[src/rtl/harvard_seq_pkg.sv]
// Shared types for the Harvard CPU test sequencer: sequencer states, the
// per-entry check kinds, the program-table entry layout and the entry check.
package harvard_seq_pkg;

  // Entry fields are stored at this width and zero-extended from the
  // sequencer's DATA_W, so one entry type serves every instance up to 64 bits.
  localparam int unsigned MAX_DATA_W = 64;

  typedef enum logic [1:0] {
    IDLE = 2'd0,
    RST  = 2'd1,
    RUN  = 2'd2,
    DONE = 2'd3
  } seq_state_e;

  typedef enum logic [1:0] {
    NONE  = 2'd0,
    IADDR = 2'd1,
    V0    = 2'd2,
    DADDR = 2'd3
  } check_kind_e;

  typedef struct packed {
    check_kind_e             kind;
    logic [MAX_DATA_W-1:0]   instr;
    logic [MAX_DATA_W-1:0]   data;
    logic [MAX_DATA_W-1:0]   expected;
  } seq_entry_t;

  // True when the CPU observable selected by the entry's kind differs from
  // the entry's expected value; entries of kind NONE never mismatch.
  function automatic logic entryMismatch(
    input seq_entry_t            e,
    input logic [MAX_DATA_W-1:0] iaddr,
    input logic [MAX_DATA_W-1:0] v0,
    input logic [MAX_DATA_W-1:0] daddr
  );
    logic m;
    m = 1'b0;
    case (e.kind)
      IADDR:   m = (iaddr != e.expected);
      V0:      m = (v0 != e.expected);
      DADDR:   m = (daddr != e.expected);
      default: m = 1'b0;
    endcase
    return m;
  endfunction

endpackage

[src/rtl/harvard_seq_table.sv]
// Program table: DEPTH entries with one synchronous write port and one
// combinational read port. Storage is deliberately not reset so a program
// survives a sequencer reset.
module harvard_seq_table
  import harvard_seq_pkg::*;
#(
  parameter int unsigned DEPTH = 16
) (
  input  logic                     clk_i,
  input  logic                     wrEn_i,
  input  logic [$clog2(DEPTH)-1:0] wrIdx_i,
  input  seq_entry_t               wrEntry_i,
  input  logic [$clog2(DEPTH)-1:0] rdIdx_i,
  output seq_entry_t               rdEntry_o
);

  seq_entry_t mem_q [DEPTH];

  // Write the whole entry on the rising edge when enabled.
  always_ff @(posedge clk_i) begin
    if (wrEn_i) begin
      mem_q[wrIdx_i] <= wrEntry_i;
    end
  end

  assign rdEntry_o = mem_q[rdIdx_i];

endmodule

[src/rtl/harvard_test_sequencer.sv]
// Harvard CPU test sequencer: holds the CPU in reset, then presents one
// program-table entry per clock and checks a CPU observable against each
// entry's expected value, latching the first failing index.
module harvard_test_sequencer
  import harvard_seq_pkg::*;
#(
  parameter int unsigned DEPTH      = 16,
  parameter int unsigned RST_CYCLES = 1,
  parameter int unsigned DATA_W     = 32
) (
  input  logic                     clk,
  input  logic                     reset,
  input  logic                     load_en,
  input  logic [$clog2(DEPTH)-1:0] load_idx,
  input  logic [DATA_W-1:0]        load_instr,
  input  logic [DATA_W-1:0]        load_data,
  input  logic [DATA_W-1:0]        load_expect,
  input  logic [1:0]               load_kind,
  input  logic [$clog2(DEPTH):0]   prog_len,
  input  logic                     start,
  output logic                     dut_reset,
  output logic                     clk_enable,
  output logic [DATA_W-1:0]        instr_readdata,
  output logic [DATA_W-1:0]        data_readdata,
  input  logic [DATA_W-1:0]        instr_address,
  input  logic [DATA_W-1:0]        data_address,
  input  logic [DATA_W-1:0]        register_v0,
  input  logic                     active,
  output logic                     busy,
  output logic                     done,
  output logic                     pass,
  output logic [$clog2(DEPTH)-1:0] fail_index
);

  localparam int unsigned IW = $clog2(DEPTH);
  localparam int unsigned LW = IW + 1;
  localparam logic [LW-1:0] DEPTH_L  = LW'(DEPTH);
  localparam logic [3:0]    RST_LAST = 4'(RST_CYCLES - 1);

  seq_state_e    state_q, state_d;
  logic [IW-1:0] idx_q, idx_d;
  logic [LW-1:0] len_q, len_d;
  logic [3:0]    rstCnt_q, rstCnt_d;
  logic          fail_q, fail_d;
  logic [IW-1:0] failIdx_q, failIdx_d;
  logic          activePrev_q;

  seq_entry_t wrEntry;
  seq_entry_t rdEntry;
  logic       tableWrEn;
  logic       mismatch;
  logic       lenValid;
  logic       lastIdx;
  logic       activeFell;
  logic       unusedBits;

  // The table only accepts writes while idle so a running program is stable.
  assign tableWrEn        = load_en && (state_q == IDLE);
  assign wrEntry.kind     = check_kind_e'(load_kind);
  assign wrEntry.instr    = MAX_DATA_W'(load_instr);
  assign wrEntry.data     = MAX_DATA_W'(load_data);
  assign wrEntry.expected = MAX_DATA_W'(load_expect);

  harvard_seq_table #(
    .DEPTH (DEPTH)
  ) u_table (
    .clk_i     (clk),
    .wrEn_i    (tableWrEn),
    .wrIdx_i   (load_idx),
    .wrEntry_i (wrEntry),
    .rdIdx_i   (idx_q),
    .rdEntry_o (rdEntry)
  );

  assign mismatch   = entryMismatch(rdEntry,
                                    MAX_DATA_W'(instr_address),
                                    MAX_DATA_W'(register_v0),
                                    MAX_DATA_W'(data_address));
  assign lenValid   = (prog_len != '0) && (prog_len <= DEPTH_L);
  assign lastIdx    = ({1'b0, idx_q} == (len_q - LW'(1)));
  assign activeFell = activePrev_q && !active;

  // Next-state logic: reset hold, one entry per RUN cycle, first-failure latch.
  always_comb begin
    state_d   = state_q;
    idx_d     = idx_q;
    len_d     = len_q;
    rstCnt_d  = rstCnt_q;
    fail_d    = fail_q;
    failIdx_d = failIdx_q;
    case (state_q)
      IDLE: begin
        fail_d    = 1'b0;
        failIdx_d = '0;
        if (start && lenValid) begin
          state_d  = RST;
          rstCnt_d = '0;
          len_d    = prog_len;
          idx_d    = '0;
        end
      end
      RST: begin
        if (rstCnt_q == RST_LAST) begin
          state_d = RUN;
          idx_d   = '0;
        end else begin
          rstCnt_d = rstCnt_q + 4'd1;
        end
      end
      RUN: begin
        if (activeFell) begin
          state_d = DONE;
        end else begin
          if (mismatch && !fail_q) begin
            fail_d    = 1'b1;
            failIdx_d = idx_q;
          end
          if (lastIdx) begin
            state_d = DONE;
          end else begin
            idx_d = idx_q + IW'(1);
          end
        end
      end
      DONE: begin
        if (start && lenValid) begin
          state_d   = RST;
          rstCnt_d  = '0;
          len_d     = prog_len;
          idx_d     = '0;
          fail_d    = 1'b0;
          failIdx_d = '0;
        end
      end
      default: state_d = IDLE;
    endcase
  end

  // State registers; reset aborts any run but leaves the table untouched.
  always_ff @(posedge clk or posedge reset) begin
    if (reset) begin
      state_q      <= IDLE;
      idx_q        <= '0;
      len_q        <= '0;
      rstCnt_q     <= '0;
      fail_q       <= 1'b0;
      failIdx_q    <= '0;
      activePrev_q <= 1'b0;
    end else begin
      state_q      <= state_d;
      idx_q        <= idx_d;
      len_q        <= len_d;
      rstCnt_q     <= rstCnt_d;
      fail_q       <= fail_d;
      failIdx_q    <= failIdx_d;
      activePrev_q <= active;
    end
  end

  assign dut_reset      = (state_q == IDLE) || (state_q == RST);
  assign busy           = (state_q == RST) || (state_q == RUN);
  assign clk_enable     = busy;
  assign done           = (state_q == DONE);
  assign pass           = (state_q == DONE) && !fail_q;
  assign fail_index     = failIdx_q;
  assign instr_readdata = (state_q == RUN) ? rdEntry.instr[DATA_W-1:0] : '0;
  assign data_readdata  = (state_q == RUN) ? rdEntry.data[DATA_W-1:0]  : '0;

  // Upper bits of the zero-extended stimulus fields are never presented.
  assign unusedBits = ^{rdEntry.instr, rdEntry.data};

endmodule
[config.mk]
export PLATFORM = sky130hd
export DESIGN_NAME = harvard_test_sequencer
export DESIGN_NICKNAME = d
export VERILOG_FILES = /design/src/rtl/harvard_seq_pkg.sv /design/src/rtl/harvard_seq_table.sv /design/src/rtl/harvard_test_sequencer.sv
export SDC_FILE = /design/constraint.sdc
export NUM_CORES = 1
export LEC_CHECK = 0
export BUFFER_PORTS_ARGS = -buffer_cell sky130_fd_sc_hd__buf_2
export CAP_MARGIN = 15
export CORE_ASPECT_RATIO = 0.7
export CORE_MARGIN = 1.5
export CORE_UTILIZATION = 30
export DETAILED_ROUTE_END_ITERATION = 16
export HOLD_SLACK_MARGIN = 0.08
export PLACE_DENSITY = 0.52
export SYNTH_ARGS = -nofsm -noshare
export SYNTH_HDL_FRONTEND = slang
export SYNTH_HIERARCHICAL = 1
export SYNTH_SLANG_ARGS = --single-unit
[constraint.sdc]
create_clock -name clk -period 20.2 [get_ports clk]
set_clock_uncertainty 0.1 [all_clocks]
set_input_delay 4.04 -clock clk [delete_from_list [all_inputs] [get_ports clk]]
set_output_delay 4.04 -clock clk [all_outputs]
set_load 0.005 [all_outputs]
Word level (Yosys, flattened, before mapping)
Memories as Yosys holds them, arrays and structs flattened.
Index checks and enable logic that the tools add are counted.
{"block": "word_totals", "ff_bits": 21, "latchBits": 0, "ram_bits": 1568, "rom_bits": 0, "inputBits": 208, "output_inout_bits": 73, "elab_cells": 75, "memories": 1}
{"name": "u_table.mem_q", "depth": 16, "width": 98, "read_ports": 1, "rd_clocked_by_memory_dff": 0, "write_ports": 1, "line": "harvard_seq_table.sv:17", "rtl": "seq_entry_t mem_q [DEPTH];"}
{"block": "op_classes", "add_sub_neg": 3, "mul": 0, "div": 0, "n_lt_le_gt_ge": 1, "eq_ne": 18, "n_shift": 0, "muxes": 24, "n_bitwise": 0, "reduce_logical": 21}
{"cell": "32-bit by 64-bit inequality test with 1-bit output", "count": 3}
{"cell": "32-bit 2-to-1 mux", "count": 2}
{"cell": "4-bit 2-to-1 mux", "count": 7}
{"cell": "4-bit one-hot mux with 3 select lines", "count": 2}
{"cell": "2-bit inequality test, second input constant", "count": 5}
{"cell": "4-bit by 1-bit adder with 4-bit output, second input constant", "count": 2}
{"cell": "2-bit equality test, second input constant", "count": 4}
{"cell": "2-bit 2-to-1 mux", "count": 4}
{"cell": "4-bit one-hot mux with 2 select lines", "count": 1}
{"cell": "4-bit AND reduction", "count": 2}
{"cell": "1-bit logical AND", "count": 6}
{"cell": "1-bit one-hot mux with 3 select lines", "count": 2}
{"cell": "2-bit one-hot mux with 3 select lines", "count": 1}
{"cell": "3-bit AND reduction", "count": 2}
{"cell": "4-bit by 5-bit equality test with 1-bit output", "count": 1}
{"cell": "5-bit <= comparator, second input constant", "count": 1}
{"cell": "1-bit 2-to-1 mux", "count": 5}
{"cell": "5-bit nonzero test", "count": 1}
{"cell": "5-bit by 1-bit subtractor with 5-bit output, second input constant", "count": 1}
{"cell": "2-bit by 1-bit equality test with 1-bit output, second input constant", "count": 2}
{"cell": "4-bit logical NOT", "count": 1}
{"cell": "2-bit by 1-bit inequality test with 1-bit output, second input constant", "count": 2}
{"cell": "3-bit inequality test, second input constant", "count": 1}
{"cell": "3-bit nonzero test", "count": 1}
{"cell": "other kinds (6)", "count": 8}

Depth between registers and ports, before layout
An unclocked memory read counts as a cell.
{"block": "depth", "depth_word": 7, "depth_mapped": 17, "mapped_depth_nobuf": 10}

Cells and area by module
Netlist, hierarchy kept.
{"mod": "harvard_seq_table", "n_inst": 1, "cells_per_inst": 4881, "area_each_um2": 116425.4}
{"mod": "harvard_test_sequencer", "n_inst": 1, "cells_per_inst": 367, "area_each_um2": 2952.8}

Worst setup path after synthesis
No wires, ideal clock.
{"block": "synth_path", "kind": "input-to-reg", "from": "in load_en", "to": "mem u_table/mem_q[0][0] (netlist name) (enable)", "setup_ns": 0.989, "arrival_time_ns": 17.761, "t_required_ns": 19.111, "setup_slack_ns": 1.350, "cell_stages": 3, "path_buffers": 0, "cell_sequence": "and2_1 or3b_2 nor3_1"}
{"block": "synth_via", "elab_chain_len": 3}
{"item": "from (decl)", "line": "harvard_test_sequencer.sv:13", "rtl": "input logic load_en,"}
{"item": "1-bit logical AND", "line": "harvard_test_sequencer.sv:58", "rtl": "assign tableWrEn = load_en && (state_q == IDLE);"}
{"item": "1-bit 2-to-1 mux", "line": "harvard_seq_table.sv:21", "rtl": "if (wrEn_i) begin"}
{"item": "1-bit 2-to-1 mux (not written as such)", "line": "harvard_seq_table.sv:22", "rtl": "mem_q[wrIdx_i] <= wrEntry_i;"}
{"item": "to (decl)", "line": "harvard_seq_table.sv:17"}
Every way passes these cells.

==> results_dict.tcl <==
set metrics [dict create \
    die_w_um 625 \
    path_clk_slew_ns 0.06 \
    num_rows 159 \
    ios 281 \
    power_mw 10.4 \
    crit_path_cell_trace "buf_4, buf_4, buf_4, nand2b_1, buf_4, o221ai_1, o21ai_0, and2_1, buf_2" \
    rsz0062_at_grt "no" \
    path_buf_inv 5 \
    finalNonFillerCells 8342 \
    antenna_found_initial 44 \
    syn_area_per_cell_um2 21.9 \
    grt_util_all_layers_pct 15.6 \
    clk-insertion-delay-late_ns 0.88 \
    placed_cell_area_um2 89000 \
    n_fill_cell 24872 \
    tns_ns 0 \
    gp_congestion 0.739 \
    cts_tree "built" \
    fin_crit_ns 9.36 \
    cp_slowest_cell "dfrtp_4" \
    coreArea_um2 269000 \
    grt_start_max_net_pins 104 \
    drive_gt1_share_pct 26.3 \
    cts.htree.levels 4 \
    ir_drop_mv 0.0767 \
    drv_slew 0 \
    max-slew-margin-rel_pct 24.8 \
    place_inst 7958 \
    synth.cell_area_um2 81300 \
    crit_path_start_kind "register" \
    hold_viol 0 \
    clk_path_buf_depth 4 \
    cp.arrival_ns 5.22 \
    grt_pass1_wl_um 306000 \
    leakagePower_nw 30.3 \
    cpLargestDelayFamily "buffers and inverters" \
    cp-end-kind "primary output" \
    initial_utilization_pct 30.2 \
    die-area_um2 274000 \
    hpwl_um 115000 \
    port_buffers 280 \
    syn2layout_area_growth_pct 17.4 \
    cts-resized-gates 0 \
    wl_um 215000 \
    final_common_cell "edfxtp_1" \
    crit_type "register to primary output" \
    layout.nets 4768 \
    worstHoldPathType "register to register" \
    drt_iter0_markers 3679 \
    cap_violations 0 \
    cts_setup_buffers 0 \
    cts.sinks 2101 \
    tightest_slew_ns 1.13 \
    cts_root_buffer "clkbuf_16" \
    setup_viol 0 \
    p_per_area_nw_per_um2 109 \
    max_freq_mhz 107 \
    fin_crit_sh_pct 46.3 \
    path_max_fanout 40 \
    avgViaCountPerCell 4.71 \
    drc 0 \
    grt-ovfl-total 0 \
    cts_buffers 213 \
    status "finished, final reports clean" \
    dr.pass1.iters 6 \
    pre_cts_ws_ns 11.55 \
    final_cell_mix "edfxtp_1, conb_1, mux4_2" \
    slowest_delay_ns 0.81 \
    drt-wirelength-per-cell_um 25.8 \
    ys_warn_count 6 \
    vias 39312 \
    required_ns 16.06 \
    finalWorstSetupSlack_ns 10.84 \
    die_h_um 439 \
    hold_buffers 0 \
    syn_inst 3707 \
    crit_path_frequent_cell "buf_4" \
    design_area_um2 95400 \
    grt_pass1_vias 40630 \
    ant_nets 0 \
]
state kept, by name (all words and copies together) (netlist names):
signal	cells
state_q	2
fail_index	4
idx_q	4
fail_q	1
len_q	5
rstCnt_q	4
activePrev_q	1
u_table/mem_q	2080
metrics by stage:
step	utilization, %	hold WS, ns
after global routing	35.5	0.448
after floorplan	-	0.373
after global placement	33.1	0.391
after detailed placement	33.1	0.417
final	35.5	0.426
after CTS	35.5	0.419
worst paths after layout:
check | end | start | cells after the start | slack [ns]
worst max-delay path | instr_readdata[23] | idx_q[1] | 9 | 10.84
worst min-delay path | rstCnt_q[2] | rstCnt_q[2] | 1 | 0.43
worst max register to register | fail_index[0] | idx_q[1] | 14 | 12.18
worst min register to register | rstCnt_q[2] | rstCnt_q[2] | 1 | 0.43
max in group asynchronous | len_q[1] | reset | 3 | 16.44
min in group asynchronous | fail_index[2] | reset | 2 | 3.07
layout make-up:
cell class / instances / area, um^2 / share of cell area (%)
flip-flops and latches: 2101 / 63000 / 66.0
diodes: 6 / 15.0 / 0.0157
clock inverters: 96 / 737 / 0.772
clock buffers: 282 / 5690 / 5.97
repair buffers: 370 / 2240 / 2.35
multi-input cells: 1845 / 19100 / 20.0
well taps: 3622 / 4530 / 4.75
inverters: 20 / 75.1 / 0.0787
metal layers:
layer  track usage [%]  part of all wire [%]  up-vias
met5                 0                 0.083        -
met4              3.37                   2.1       28
met3              2.42                   5.2      308
met2              25.2                    47     1079
met1              22.1                    45    21157
li1                  -                     -    16740
where the power goes:
part	total [mW]	switching, mW	internal [mW]
registers	4.89	0.0374	4.86
logic	1.78	0.979	0.799
clock network	3.72	1.62	2.10
Power figures use the tool's default switching activity.
